File: src/rtl/sc_mon_pkg.sv
// Shared types and helpers for the N-copy self-composition timing monitor.
// The range helper works on a fixed 8 x 32-bit layout so any COPIES/CNT_W fits.
package sc_mon_pkg;

  typedef enum logic [1:0] {IDLE, RUN, CHECK, DONE} state_t;

  localparam int MAX_COPIES = 8;
  localparam int LAT_W      = 32;

  typedef struct packed {
    logic [LAT_W-1:0] lo;
    logic [LAT_W-1:0] hi;
  } lat_range_t;

  // Min/max over the latencies whose mask bit is set; both 0 when the mask is empty.
  function automatic lat_range_t lat_range(input logic [MAX_COPIES*LAT_W-1:0] lats,
                                           input logic [MAX_COPIES-1:0]       mask);
    lat_range_t r;
    logic       any;
    r.lo = '0;
    r.hi = '0;
    any  = 1'b0;
    for (int i = 0; i < MAX_COPIES; i++) begin
      if (mask[i]) begin
        if (!any || (lats[i*LAT_W +: LAT_W] < r.lo)) r.lo = lats[i*LAT_W +: LAT_W];
        if (!any || (lats[i*LAT_W +: LAT_W] > r.hi)) r.hi = lats[i*LAT_W +: LAT_W];
        any = 1'b1;
      end
    end
    return r;
  endfunction

endpackage

File: src/rtl/sc_timing_monitor_if.sv
// Bundle between the composed crypto copies (master side) and the timing monitor (slave side).
// Handshake: start is a one-cycle pulse honoured only when idle/done; finish is a level per copy.
interface sc_timing_monitor_if #(
  parameter int COPIES = 2,
  parameter int DATA_W = 16,
  parameter int CNT_W  = 16
);
  logic                     start;
  logic [COPIES-1:0]        finish;
  logic [COPIES-1:0]        admissible;
  logic [COPIES*DATA_W-1:0] data;
  logic                     busy;
  logic                     done;
  logic                     leak;
  logic                     data_mismatch;
  logic                     timeout;
  logic                     invalid;
  logic [CNT_W-1:0]         lat_min;
  logic [CNT_W-1:0]         lat_spread;

  modport master (
    output start, finish, admissible, data,
    input  busy, done, leak, data_mismatch, timeout, invalid, lat_min, lat_spread
  );

  modport slave (
    input  start, finish, admissible, data,
    output busy, done, leak, data_mismatch, timeout, invalid, lat_min, lat_spread
  );
endinterface

File: src/rtl/sc_lat_channel.sv
// One copy's latency channel: finish edge detect plus latency/data capture and its done bit.
module sc_lat_channel #(
  parameter int DATA_W = 16,
  parameter int CNT_W  = 16
) (
  input  logic              clk,
  input  logic              rst,
  input  logic              clear,
  input  logic              en,
  input  logic              finish,
  input  logic [DATA_W-1:0] data,
  input  logic [CNT_W-1:0]  cnt,
  output logic              hit,
  output logic              done_bit,
  output logic [CNT_W-1:0]  lat,
  output logic [DATA_W-1:0] cap
);

  logic finish_d;

  // Only the first rising edge of a run is recorded.
  assign hit = en & finish & ~finish_d & ~done_bit;

  always_ff @(posedge clk) begin
    if (rst) begin
      finish_d <= 1'b1;
      done_bit <= 1'b0;
      lat      <= '0;
      cap      <= '0;
    end else begin
      finish_d <= finish;
      if (clear) begin
        done_bit <= 1'b0;
        lat      <= '0;
        cap      <= '0;
      end else if (hit) begin
        done_bit <= 1'b1;
        lat      <= cnt;
        cap      <= data;
      end
    end
  end

endmodule

File: src/rtl/sc_timing_monitor.sv
// Self-composition timing monitor: times COPIES instances from a shared start and
// publishes leak / data-mismatch / timeout / invalid verdicts once per run.
module sc_timing_monitor
  import sc_mon_pkg::*;
#(
  parameter int COPIES     = 2,
  parameter int DATA_W     = 16,
  parameter int CNT_W      = 16,
  parameter int MAX_CYCLES = 4096,
  parameter int TOL        = 0
) (
  input  logic                clk,
  input  logic                rst,
  sc_timing_monitor_if.slave  bus,
  output state_t              state_dbg
);

  localparam logic [CNT_W-1:0] MAX_C = CNT_W'(MAX_CYCLES);

  state_t                   state_q, state_d;
  logic [CNT_W-1:0]         cnt_q, cnt_inc;
  logic [COPIES-1:0]        mask, hit;
  logic [COPIES*CNT_W-1:0]  lat_all;
  logic [COPIES*DATA_W-1:0] cap_all;
  logic                     run_clear, run_en, all_done, set_to;
  logic                     inv_q, to_q;
  logic                     done_r, leak_r, dm_r, to_r, inv_r;
  logic [CNT_W-1:0]         lat_min_r, lat_spread_r;

  logic [MAX_COPIES*LAT_W-1:0] lat_ext;
  logic [MAX_COPIES-1:0]       mask_ext;
  lat_range_t                  rng;
  logic [LAT_W-1:0]            spread_full;
  logic                        diff, leak_v, dm_v;

  assign run_clear = ((state_q == IDLE) || (state_q == DONE)) && bus.start;
  assign run_en    = (state_q == RUN);
  // cnt_inc is the latency value this RUN cycle represents; saturates at MAX_CYCLES.
  assign cnt_inc   = (cnt_q == MAX_C) ? cnt_q : cnt_q + 1'b1;
  assign all_done  = &(mask | hit);

  for (genvar g = 0; g < COPIES; g++) begin : g_ch
    sc_lat_channel #(.DATA_W(DATA_W), .CNT_W(CNT_W)) u_ch (
      .clk      (clk),
      .rst      (rst),
      .clear    (run_clear),
      .en       (run_en),
      .finish   (bus.finish[g]),
      .data     (bus.data[g*DATA_W +: DATA_W]),
      .cnt      (cnt_inc),
      .hit      (hit[g]),
      .done_bit (mask[g]),
      .lat      (lat_all[g*CNT_W +: CNT_W]),
      .cap      (cap_all[g*DATA_W +: DATA_W])
    );
  end

  always_comb begin
    state_d = state_q;
    set_to  = 1'b0;
    case (state_q)
      IDLE, DONE: if (bus.start) state_d = RUN;
      RUN: begin
        if (all_done) begin
          state_d = CHECK;
        end else if (cnt_inc == MAX_C) begin
          state_d = CHECK;
          set_to  = 1'b1;
        end
      end
      CHECK:   state_d = DONE;
      default: state_d = IDLE;
    endcase
  end

  always_comb begin
    lat_ext  = '0;
    mask_ext = '0;
    for (int i = 0; i < COPIES; i++) begin
      lat_ext[i*LAT_W +: LAT_W] = LAT_W'(lat_all[i*CNT_W +: CNT_W]);
      mask_ext[i]               = mask[i];
    end
    rng         = lat_range(lat_ext, mask_ext);
    spread_full = rng.hi - rng.lo;
    diff        = 1'b0;
    for (int i = 1; i < COPIES; i++) begin
      if (cap_all[i*DATA_W +: DATA_W] != cap_all[0 +: DATA_W]) diff = 1'b1;
    end
    // An inadmissible run carries no information, so it never reports a leak or mismatch.
    leak_v = ~inv_q & ((spread_full > LAT_W'(TOL)) | (to_q & |mask));
    dm_v   = ~inv_q & ~to_q & diff;
  end

  always_ff @(posedge clk) begin
    if (rst) begin
      state_q      <= IDLE;
      cnt_q        <= '0;
      inv_q        <= 1'b0;
      to_q         <= 1'b0;
      done_r       <= 1'b0;
      leak_r       <= 1'b0;
      dm_r         <= 1'b0;
      to_r         <= 1'b0;
      inv_r        <= 1'b0;
      lat_min_r    <= '0;
      lat_spread_r <= '0;
    end else begin
      state_q <= state_d;
      done_r  <= 1'b0;
      if (run_clear) begin
        cnt_q        <= '0;
        inv_q        <= 1'b0;
        to_q         <= 1'b0;
        leak_r       <= 1'b0;
        dm_r         <= 1'b0;
        to_r         <= 1'b0;
        inv_r        <= 1'b0;
        lat_min_r    <= '0;
        lat_spread_r <= '0;
      end
      if (run_en) begin
        cnt_q <= cnt_inc;
        if (~&bus.admissible) inv_q <= 1'b1;
        if (set_to) to_q <= 1'b1;
      end
      if (state_q == CHECK) begin
        done_r       <= 1'b1;
        leak_r       <= leak_v;
        dm_r         <= dm_v;
        to_r         <= to_q;
        inv_r        <= inv_q;
        lat_min_r    <= CNT_W'(rng.lo);
        lat_spread_r <= CNT_W'(spread_full);
      end
    end
  end

  assign bus.busy          = (state_q == RUN) || (state_q == CHECK);
  assign bus.done          = done_r;
  assign bus.leak          = leak_r;
  assign bus.data_mismatch = dm_r;
  assign bus.timeout       = to_r;
  assign bus.invalid       = inv_r;
  assign bus.lat_min       = lat_min_r;
  assign bus.lat_spread    = lat_spread_r;
  assign state_dbg         = state_q;

endmodule

File: src/flat_wrapper.sv
// flat-port wrapper written by rule: the top's interface ports become plain ports
module sc_timing_monitor_flat import sc_mon_pkg::*;
#(
  parameter int COPIES     = 2,
  parameter int DATA_W     = 16,
  parameter int CNT_W      = 16,
  parameter int MAX_CYCLES = 4096,
  parameter int TOL        = 0
)
  (clk, rst, state_dbg, bus_start, bus_finish, bus_admissible, bus_data, bus_busy, bus_done, bus_leak, bus_data_mismatch, bus_timeout, bus_invalid, bus_lat_min, bus_lat_spread);
  sc_timing_monitor_if #(.COPIES(COPIES), .DATA_W(DATA_W), .CNT_W(CNT_W)) bus_i ();
  input  logic clk;
  input  logic rst;
  output state_t state_dbg;
  input wire logic [$bits(bus_i.start)-1:0] bus_start;
  input wire logic [$bits(bus_i.finish)-1:0] bus_finish;
  input wire logic [$bits(bus_i.admissible)-1:0] bus_admissible;
  input wire logic [$bits(bus_i.data)-1:0] bus_data;
  output wire logic [$bits(bus_i.busy)-1:0] bus_busy;
  output wire logic [$bits(bus_i.done)-1:0] bus_done;
  output wire logic [$bits(bus_i.leak)-1:0] bus_leak;
  output wire logic [$bits(bus_i.data_mismatch)-1:0] bus_data_mismatch;
  output wire logic [$bits(bus_i.timeout)-1:0] bus_timeout;
  output wire logic [$bits(bus_i.invalid)-1:0] bus_invalid;
  output wire logic [$bits(bus_i.lat_min)-1:0] bus_lat_min;
  output wire logic [$bits(bus_i.lat_spread)-1:0] bus_lat_spread;
  assign bus_i.start = bus_start;
  assign bus_i.finish = bus_finish;
  assign bus_i.admissible = bus_admissible;
  assign bus_i.data = bus_data;
  assign bus_busy = bus_i.busy;
  assign bus_done = bus_i.done;
  assign bus_leak = bus_i.leak;
  assign bus_data_mismatch = bus_i.data_mismatch;
  assign bus_timeout = bus_i.timeout;
  assign bus_invalid = bus_i.invalid;
  assign bus_lat_min = bus_i.lat_min;
  assign bus_lat_spread = bus_i.lat_spread;
  sc_timing_monitor #(.COPIES(COPIES), .DATA_W(DATA_W), .CNT_W(CNT_W), .MAX_CYCLES(MAX_CYCLES), .TOL(TOL)) u_core (.clk(clk), .rst(rst), .bus(bus_i), .state_dbg(state_dbg));
endmodule
File: config.mk
export PLATFORM = sky130hd
export DESIGN_NAME = sc_timing_monitor_flat
export DESIGN_NICKNAME = d
export VERILOG_FILES = /design/src/rtl/sc_mon_pkg.sv /design/src/rtl/sc_timing_monitor_if.sv /design/src/rtl/sc_lat_channel.sv /design/src/rtl/sc_timing_monitor.sv /design/src/flat_wrapper.sv
export SDC_FILE = /design/constraint.sdc
export NUM_CORES = 1
export LEC_CHECK = 0
export CORE_MARGIN = 5
export CORE_UTILIZATION = 45
export CTS_CLUSTER_DIAMETER = 60
export DETAILED_ROUTE_END_ITERATION = 16
export PLACE_DENSITY_LB_ADDON = 0.2
export SLEW_MARGIN = 20
export SYNTH_ARGS = -nofsm -noshare
export SYNTH_HDL_FRONTEND = slang
export SYNTH_SLANG_ARGS = --single-unit
File: constraint.sdc
create_clock -name clk -period 7.7 [get_ports clk]
set_clock_uncertainty 0.2 [all_clocks]
set_input_delay 2.31 -clock clk [delete_from_list [all_inputs] [get_ports clk]]
set_output_delay 2.31 -clock clk [all_outputs]
set_load 0.1 [all_outputs]
== After elaboration in Yosys (flattened, before gate mapping) ==
Index checks and enable logic that the tools add are counted.
Word-level totals
  flip-flop bits (word level): 125
  bits in latches: 0
  RAM bits: 0
  bits in read-only memories: 0
  bits of input ports: 39
  output and inout port bits: 40
  memories kept: 0
Cells by class
  add/subtract/negate cells: 2
  multipliers: 0
  div/mod/pow operators: 0
  $lt $le $gt $ge: 3
  eq/ne operators: 8
  shifts and indexed selects: 0
  mux-type cells: 30
  bitwise operators: 18
  reductions and logical operators: 15
Operator list (count)
  two-way mux 16 bit: 6
  two-way mux 64 bit: 1
  two-way mux 48 bit: 1
  == test 16 x 13 -> 1 bit, second input constant: 2
  greater-than comparator 16 x 32 -> 1 bit: 1
  greater-than comparator 32 x 1 -> 1 bit, second input constant: 1
  two-way mux 32 bit: 1
  subtractor 32 bit: 1
  two-way mux 1 bit: 17
  adder 16 x 1 -> 16 bit, second input constant: 1
  < comparator 16 bit: 1
  inequality test 16 bit: 1
  bitwise AND 1 bit: 10
  two-way mux 2 bit: 3
  inverter 1 bit: 6
  one-hot mux 2 bit (3 select lines): 1
  AND reduction 2 bit: 3
  OR reduction 2 bit: 3
  == test 2 bit, second input constant: 2
  logical OR 1 bit: 4
  nonzero test 2 bit: 2
  inequality test 3 x 1 -> 1 bit, second input constant: 1
  == test 2 x 1 -> 1 bit, second input constant: 1
  zero test 2 bit: 1
  other kinds (5): 5

== Logic depth before layout (Yosys ltp) ==
Gate-level depths: netlist of run 1.
  depth in word-level cells: 10
  gate-level depth with buffers: 29
  gate-level depth less buffers: 26

== Hierarchy ==
From an unflattened synthesis of run 1, not the netlist that was laid out.
Unflattened totals
  cells, all modules: 850
  area total of the unflattened synthesis: 8016.4 um^2
By module, submodules not included
  sc_timing_monitor: instances 1, cells an instance 546, area each 4428.0 um^2, sequential area each 1141.1 um^2
  sc_lat_channel: instances 2, cells an instance 152, area each 1794.2 um^2, sequential area each 680.7 um^2

== Worst setup path before layout of run 1 ==
OpenSTA, ideal clock, no wires.
  kind: register -> register
  from: register u_core.g_ch[0].u_ch.done_bit
  to: register u_core.leak_r (netlist: u_core.bus.leak)
  library setup time: 151 ps
  data arrival time: 5832 ps
  setup slack: 1517 ps
  cell stages (with the launch flop): 30
  buffers on the path: 4
  clock period less this slack: 6183 ps
  cells stage by stage: dfxtp_1 > clkbuf_1 > buf_1 > nand2_1 > ha_1 > a21o_1 > a21o_1 > a211o_1 > a21oi_1 > a31oi_1 > or2_1 > clkbuf_1 > buf_2 > o2bb2ai_1 > ha_1 > o21a_1 > o31a_1 > o21ai_1 > o21bai_1 > a21oi_1 > nor2_1 > nor3_1 > fa_1 > and4b_1 > nand3_1 > a211oi_1 > o221ai_1 > a2111o_1 > a2111oi_0 > a41oi_1
On the way
  word-level cells in the longest chain between the ends: 10
  elaborated cells on any way between the ends: 17
  those cells by class: add/sub (1); order compare (3); mux (6); bitwise (3); reduce/logical (4)
Ends and longest elaborated chain
  from (decl): RTL line sc_lat_channel.sv:14  | output logic done_bit,
  from (signal assigned): RTL line sc_lat_channel.sv:27  | done_bit <= 1'b0;
  from (signal assigned): RTL line sc_lat_channel.sv:33  | done_bit <= 1'b0;
  from (signal assigned): RTL line sc_lat_channel.sv:37  | done_bit <= 1'b1;
  two-way mux 48 bit or two-way mux 1 bit (tied branches): RTL line sc_mon_pkg.sv:24  | if (mask[i]) begin
  greater-than comparator 16 x 32 -> 1 bit, or another cell as far along: RTL line sc_mon_pkg.sv:26  | if (!any || (lats[i*LAT_W +: LAT_W] > r.hi)) r.hi = lats[i*LAT_W +: LAT_W];
  logical OR 1 bit (on tied branches): RTL line sc_mon_pkg.sv:26, sc_mon_pkg.sv:25
  two-way mux 32 bit or two-way mux 16 bit (tied branches): RTL line sc_mon_pkg.sv:26, sc_mon_pkg.sv:25
  two-way mux 64 bit: RTL line sc_mon_pkg.sv:24
  subtractor 32 bit: RTL line sc_timing_monitor.sv:84  | spread_full = rng.hi - rng.lo;
  greater-than comparator 32 x 1 -> 1 bit: RTL line sc_timing_monitor.sv:90  | leak_v = ~inv_q & ((spread_full > LAT_W'(TOL)) | (to_q & |mask));
  bitwise OR 1 bit (*): RTL line sc_timing_monitor.sv:90
  bitwise AND 1 bit (*): RTL line sc_timing_monitor.sv:90
  two-way mux 1 bit (*): RTL line sc_timing_monitor.sv:126  | if (state_q == CHECK) begin
  to (signal assigned): RTL line sc_timing_monitor.sv:128  | leak_r <= leak_v;
  to (decl): RTL line sc_timing_monitor.sv:27  | logic done_r, leak_r, dm_r, to_r, inv_r;
Mark *: on every way between the ends. The rest lies on a longest branch, timed or not.
A chain may end at the register's enable or synchronous reset.

== Worst setup path in the final report of run 1 ==
Same ends and word-level chain as after synthesis.

==> results by group, run 1 <==
Clocking
  • CTS tree: yes
  • Worst-Skew Late Latency: 0.42 ns
  • Sink Count: 125
  • Total CTS buffers: 17
  • Hold-fix buffers at CTS: 0
  • Clock Tree Root: clkbuf_16
  • H-Tree Level Count: 4
  • Clk slew on worst S/H paths: 0.05 ns
  • Setup bufs post-CTS: 0
  • Post-CTS sizing: 0
  • Clock buffer depth: 2

Routing
  • Drt drc: 0
  • Post-DR wirelength/cell: 16.4 um
  • Total routed wirelength: 18,100 um
  • DRT Pass-1 Iters: 4
  • Post-route ant nets: 0
  • Vias per std cell: 5.57
  • DRT iter0 DRCs: 398
  • Vias: 6,153

Layout
  • Design Area, Final: 0.00831 sq mm
  • ANT cells: 0
  • Share of post-route cells with drive strength above 1: 6.32%
  • Non-Filler Instances: 1,105
  • # fillers: 1,416
  • Number of nets in the layout: 984
  • Area Growth Syn to Fin: 22.3%
  • Final Util: 55.3%

GRT
  • All-Layer GR Usage: 20.7%
  • Layer with the highest usage: met2
  • Global-route wire length before repair: 29,400 um
  • Met3 usage: 4.37%
  • Number of global-route vias before repair: 5,801
  • Initial antenna violation count: 0
  • GR Layer Usage met1: 26.9%
  • M2 GR Usage: 33.2%
  • Congestion Overflow GR: 0
  • Pin count of the biggest net entering global routing: 67

Critical path
  • FF-to-FF setup slack: 0.93 ns
  • Worst Setup SP: u_core.g_ch[0].u_ch.done_bit$_SDFFE_PP0P_
  • Worst Setup End Kind: flip-flop
  • CP arrival: 6.83 ns
  • Reg2reg path depth: 26
  • Worst path buffer plus inverter count: 1
  • Worst Setup EP: u_core.bus.leak$_SDFFE_PP0P_
  • CP required: 7.76 ns
  • CP Max Fanout: 22
  • RR Endpoint: u_core.bus.leak$_SDFFE_PP0P_
  • Slowest stage cell, crit path: dfxtp_1
  • Max stage delay on crit path: 0.78 ns
  • Worst R2R Start: u_core.g_ch[0].u_ch.done_bit$_SDFFE_PP0P_
  • Cell depth of the worst setup path: 26
  • Startpoint types: flip-flop
  • Critical path's top delay family: compound AO/OA/AOI/OAI gates
  • Crit path kind: flip-flop to flip-flop

Floorplan
  • Die ar.: 0.0177 sq mm
  • Vert. Die Dim: 133 um
  • Ports: 79
  • Initial core utilization: 45.2%
  • Core Area: 0.0150 sq mm
  • Die width: 133 um
  • Row count: 45

Placed design
  • Pre-CTS setup slack: 0.957 ns
  • Dpl hpwl: 13,200 um
  • Area after DPL: 0.00767 sq mm
  • IO Port Bufs: 78
  • GP Congestion: 0.863
  • Placed Cells incl. Taps: 1,074

Synthesis
  • Number of library cell types mapped by synthesis: 67
  • Syn avg cell area: 7.96 sq um
  • Syn nets: 933
  • Synth Cell Area: 0.00680 sq mm
  • Async S/R FF share, synth: 0%
  • Post-synthesis sequential element count: 125
  • Post-Syn Instances: 854
  • Post-synthesis sequential area ratio: 36.8%
  • Synth Warn #: 0
  • Top_reg_cell synth: dfxtp_1
  • Post-synth EDFFs: 0

STA
  • Max-Slew Margin vs Limit: 34.2%
  • RSZ-0062 raised after global routing: no
  • Final Hold Vio Count: 0
  • Fin crit period: 6.77 ns
  • Final WS setup: 0.927 ns
  • Achievable Freq: 148 MHz
  • Crit share post-route: 88.0%
  • Total negative slack: 0 ns
  • Worst-margin pin slew: 0.984 ns
  • Slew Viols, Final: 0
  • Hold slack: 0.245 ns
  • Final setup fails: 0

Run
  • Max Cap Viol: 0

Power and ir drop
  • Leakage power total: 3.15 nW
  • VDD IR max: 0.000164 V
  • PwrDens: 250 mW/mm^2
  • Total power: 2.08 mW

Min path
  • Hold WC Path Type: flip-flop to flip-flop

Outcome
  • Status: finished clean
cells by family after synthesis:
logic type	Yosys count	share of synthesized area (%)
and+or+nand+nor	333	22.4
AOI/OAI and AO/OA	229	22.2
DFF	125	36.8
buffers and inverters	79	4.53
adders and majority gates	40	7.58
xor gates and xnor gates	36	4.64
muxes	12	1.88
worst min path at each step:
stage,from,endpoint,cells after the start,slack [ns]
2_1_floorplan,u_core.g_ch[0].u_ch.lat[0]$_SDFFE_PP0P_,u_core.g_ch[0].u_ch.lat[0]$_SDFFE_PP0P_,2,0.23
3_3_place_gp,u_core.bus.lat_spread[10]$_SDFFE_PP0P_,u_core.bus.lat_spread[10]$_SDFFE_PP0P_,2,0.24
3_5_place_dp,u_core.bus.lat_min[11]$_SDFFE_PP0P_,u_core.bus.lat_min[11]$_SDFFE_PP0P_,2,0.24
4_1_cts,u_core.bus.lat_min[11]$_SDFFE_PP0P_,u_core.bus.lat_min[11]$_SDFFE_PP0P_,2,0.25
5_1_grt,u_core.g_ch[0].u_ch.cap[0]$_SDFFE_PP0P_,u_core.g_ch[0].u_ch.cap[0]$_SDFFE_PP0P_,2,0.28
6_report,u_core.bus.lat_min[11]$_SDFFE_PP0P_,u_core.bus.lat_min[11]$_SDFFE_PP0P_,2,0.25
cell usage in the layout, fill, tap and decap left out, types with 10 or more instances in the layout:
master,n
a211oi_1,31
a21oi_1,72
a31oi_1,10
and3_1,10
clkbuf_16,17
clkdlybuf4s50_1,78
dfxtp_1,125
ha_1,38
inv_1,24
nand2_1,122
nand3_1,19
nand4_1,12
nor2_1,97
nor3_1,22
nor4_1,11
o21ai_0,38
xnor2_1,12
xor2_1,24
power by group:
part           switching [mW]  internal [mW]
sequential             0.0267          0.673
clock                   0.306          0.575
combinational           0.360          0.135
Yosys cell counts, types with 4 or more instances:
master,n,area share [%]
inv_1,24,1.3
o21ai_0,38,2.8
clkbuf_1,41,2.3
ha_1,38,7.0
buf_1,4,0.22
and2_1,6,0.55
nor3_1,22,1.6
nand2_1,122,6.7
buf_2,9,0.66
xor2_1,24,3.1
a21oi_1,72,5.3
a211oi_1,31,3.4
dfxtp_1,125,37
a22o_1,5,0.64
nand3_1,19,1.4
mux2i_1,6,0.88
o2bb2ai_1,7,0.90
a221o_1,9,1.3
xnor2_1,12,1.5
a21o_1,8,0.88
mux2_2,5,0.83
o31ai_1,5,0.55
nand4_1,12,1.1
nor4_1,11,1.0
and3_1,10,0.92
o21a_1,8,0.88
or2_2,4,0.37
nor2b_1,7,0.64
a31oi_1,10,0.92
nor2_1,100,5.5
cell type report:
class | instances | area (sq um) | area share (%)
Clock buffer | 18 | 429 | 5.16
Clock inverter | 13 | 213 | 2.56
Inverter | 25 | 93.8 | 1.13
Multi-Input combinational cell | 650 | 4000 | 48.1
Sequential cell | 125 | 2500 | 30.1
Tap cell | 188 | 235 | 2.83
Timing Repair Buffer | 86 | 841 | 10.1
registers in the layout (all words and copies together) (netlist names):
signal and cells:
u_core.inv_q 1, u_core.bus.data_mismatch 1, u_core.bus.timeout 1, u_core.g_ch.u_ch.done_bit 2, u_core.bus.leak 1, u_core.to_q 1
u_core.cnt_q 16, u_core.g_ch.u_ch.lat 32, u_core.g_ch.u_ch.cap 32, u_core.bus.lat_spread 16, u_core.bus.invalid 1, u_core.state_dbg 2
u_core.g_ch.u_ch.finish_d 2, u_core.bus.done 1, u_core.bus.lat_min 16
worst register-to-register path, stage by stage (launching register included):
cell       delay (ns)
dfxtp_1          0.78
nand2_1          0.24
ha_1             0.33
a21o_1           0.18
a21o_1           0.17
a211o_1          0.30
a21oi_1          0.15
a31oi_1          0.09
buf_4            0.20
or2_1            0.42
o2bb2ai_1        0.21
ha_1             0.36
o21a_1           0.14
o31a_1           0.21
o21ai_1          0.19
o21bai_1         0.22
a21oi_1          0.09
nor2_1           0.11
nor3_1           0.07
fa_1             0.49
and4b_1          0.23
nand3_1          0.08
a211oi_1         0.18
o221ai_1         0.15
a2111o_1         0.37
a2111oi_0        0.30
a41oi_1          0.16
per-layer routing:
metal  up-vias  share of wire, %
li1       3145                 -
met4         0               2.7
met1      2799                46
met2       173                46
met3        36               4.6
met5         -                 0
Note: power is estimated with default switching activity, not from simulation.
==> inputs of run 2 (changes only) <==
--- a/config.mk
+++ b/config.mk
@@ -6,7 +6,7 @@
 export NUM_CORES = 1
 export LEC_CHECK = 0
 export CORE_MARGIN = 5
-export CORE_UTILIZATION = 45
+export CORE_UTILIZATION = 56
 export CTS_CLUSTER_DIAMETER = 60
 export DETAILED_ROUTE_END_ITERATION = 16
 export PLACE_DENSITY_LB_ADDON = 0.2
==> results by group, run 2 (synthesized netlist as in run 1, its figures left out) <==
Outcome
  • Status: finished clean

Clocking
  • Sink Count: 125
  • Clock buffer depth: 2
  • Setup bufs post-CTS: 0
  • Total CTS buffers: 17
  • H-Tree Level Count: 4
  • Clock Tree Root: clkbuf_16
  • Hold-fix buffers at CTS: 0
  • Clk slew on worst S/H paths: 0.06 ns
  • CTS tree: yes
  • Worst-Skew Late Latency: 0.42 ns
  • Post-CTS sizing: 0

Placed design
  • GP Congestion: 0.879
  • Pre-CTS setup slack: 0.906 ns
  • Area after DPL: 0.00760 sq mm
  • IO Port Bufs: 78
  • Dpl hpwl: 13,900 um

Power and ir drop
  • Comb pwr share: 25.2%
  • Pint: 1.28 mW
  • PwrDens: 241 mW/mm^2
  • Sequential power share: 35.6%
  • NetSw: 0.682 mW
  • Leakage power total: 3.10 nW
  • Switch share: 34.7%
  • VDD IR max: 0.000159 V
  • Clk network pwr share: 39.2%

Critical path
  • CP Max Fanout: 22
  • Worst Setup EP: u_core.bus.leak$_SDFFE_PP0P_
  • Startpoint types: flip-flop
  • CP arrival: 6.96 ns
  • RR Endpoint: u_core.bus.leak$_SDFFE_PP0P_
  • Worst Setup SP: u_core.g_ch[0].u_ch.done_bit$_SDFFE_PP0P_
  • FF-to-FF setup slack: 0.79 ns
  • Reg2reg path depth: 27
  • Worst R2R Start: u_core.g_ch[0].u_ch.done_bit$_SDFFE_PP0P_
  • CP required: 7.75 ns
  • Worst Setup End Kind: flip-flop
  • Crit path kind: flip-flop to flip-flop

Floorplan
  • Die width: 120 um
  • Ports: 79
  • Initial core utilization: 56.8%
  • Vert. Die Dim: 120 um
  • Die ar.: 0.0144 sq mm
  • Core Area: 0.0120 sq mm
  • Row count: 40

Layout
  • ANT cells: 0
  • Most frequent cells in the layout: dfxtp_1, nand2_1, nor2_1, clkdlybuf4s50_1, a21oi_1
  • Area Growth Syn to Fin: 20.1%
  • Number of nets in the layout: 982
  • Share of post-route cells with drive strength above 1: 6.02%
  • Largest regs: u_core.g_ch.u_ch.cap: 32 flops, u_core.g_ch.u_ch.lat: 32 flops
  • Commonest non-fill, non-tap cell in the layout: dfxtp_1
  • Design Area, Final: 0.00817 sq mm

GRT
  • Global-route wire length before repair: 31,100 um
  • Layer with the highest usage: met2
  • GR Layer Usage met1: 34.4%
  • Initial antenna violation count: 0
  • M2 GR Usage: 44.4%
  • Pin count of the biggest net entering global routing: 68
  • Met3 usage: 5.75%
  • Congestion Overflow GR: 0
  • Number of global-route vias before repair: 6,130
  • All-Layer GR Usage: 26.8%

STA
  • Total negative slack: 0 ns
  • Final Hold Vio Count: 0
  • Fin crit period: 6.91 ns
  • Crit share post-route: 89.8%
  • RSZ-0062 raised after global routing: no
  • Hold slack: 0.253 ns
  • Final WS setup: 0.787 ns
  • Final setup fails: 0
  • Achievable Freq: 145 MHz
  • Max-Slew Margin vs Limit: 34.3%
  • Slew Viols, Final: 0
  • Worst-margin pin slew: 0.982 ns

Routing
  • Total routed wirelength: 18,900 um
  • DRT Pass-1 Iters: 4
  • Vias: 6,400
  • DRT iter0 DRCs: 642
  • Post-route ant nets: 0
  • Vias per std cell: 6.03
  • Post-DR wirelength/cell: 17.9 um
  • Drt drc: 0

Run
  • Max Cap Viol: 0

Min path
  • Hold WC Path Type: flip-flop to flip-flop
## run 2: cell count changes in the layout (fill, tap and decap cells not counted), sizes merged
| cell | before | now |
|---|---|---|
| buf | 8 | 6 |
| bufinv | 5 | 2 |
| clkbuf | 18 | 19 |
| clkinv | 3 | 6 |
| inv | 27 | 25 |
## run 2: cell type report
type | instances | area (sq um)
Fill cell | 1036 | 3800
Clock buffer | 19 | 443
Tap cell | 147 | 184
Sequential cell | 125 | 2500
Timing Repair Buffer | 84 | 826
Multi-Input combinational cell | 650 | 4000
Clock inverter | 11 | 120
Inverter | 25 | 93.8
## run 2: worst min path at each step
stage,startpoint,to,cells past startpoint
6_report,u_core.g_ch[0].u_ch.lat[0]$_SDFFE_PP0P_,u_core.g_ch[0].u_ch.lat[0]$_SDFFE_PP0P_,2
2_1_floorplan,u_core.g_ch[0].u_ch.lat[0]$_SDFFE_PP0P_,u_core.g_ch[0].u_ch.lat[0]$_SDFFE_PP0P_,2
3_3_place_gp,u_core.bus.lat_min[11]$_SDFFE_PP0P_,u_core.bus.lat_min[11]$_SDFFE_PP0P_,2
5_1_grt,u_core.bus.lat_spread[1]$_SDFFE_PP0P_,u_core.bus.lat_spread[1]$_SDFFE_PP0P_,2
3_5_place_dp,u_core.g_ch[0].u_ch.lat[0]$_SDFFE_PP0P_,u_core.g_ch[0].u_ch.lat[0]$_SDFFE_PP0P_,2
4_1_cts,u_core.g_ch[0].u_ch.lat[0]$_SDFFE_PP0P_,u_core.g_ch[0].u_ch.lat[0]$_SDFFE_PP0P_,2
## run 2: power by group through the flow
stage	combinational, mW	clock, mW	sequential (mW)
final	0.495	0.770	0.701
after global routing	0.534	0.820	0.704
after CTS	0.494	0.779	0.700
after detailed placement	0.491	0	0.714
after global placement	0.478	0	0.712
after floorplan	0.300	0	0.765
## run 2: metrics by stage
stage          power (mW)  std cells  util (%)
2_1_floorplan        1.06        854         -
3_3_place_gp         1.19       1031      63.6
3_5_place_dp         1.21       1031      63.6
4_1_cts              1.97       1061      68.3
5_1_grt              2.06       1061      68.3
6_report             1.97       1061      68.3
## run 2: layer usage
| layer | up-vias | part of all wire, % |
|---|---|---|
| met5 | - | 0 |
| met3 | 38 | 5.4 |
| li1 | 3142 | - |
| met1 | 3006 | 44 |
| met2 | 214 | 48 |
| met4 | 0 | 3.0 |
## run 2: worst max-delay path, stage by stage (launching register included)
cell       delay (ns)
dfxtp_1          0.77
and2_1           0.26
inv_1            0.07
ha_1             0.28
nor2b_1          0.14
o21a_1           0.17
o21a_1           0.16
o21ai_0          0.27
a31oi_1          0.14
buf_4            0.21
or2_1            0.42
o2bb2ai_1        0.22
ha_1             0.36
o21a_1           0.15
o31a_1           0.20
o21ai_1          0.19
o21bai_1         0.22
a21oi_1          0.10
nor2_1           0.11
nor3_1           0.06
fa_1             0.50
and4b_1          0.23
nand3_1          0.08
a211oi_1         0.22
o221ai_1         0.17
a2111o_1         0.37
a2111oi_0        0.31
a41oi_1          0.16
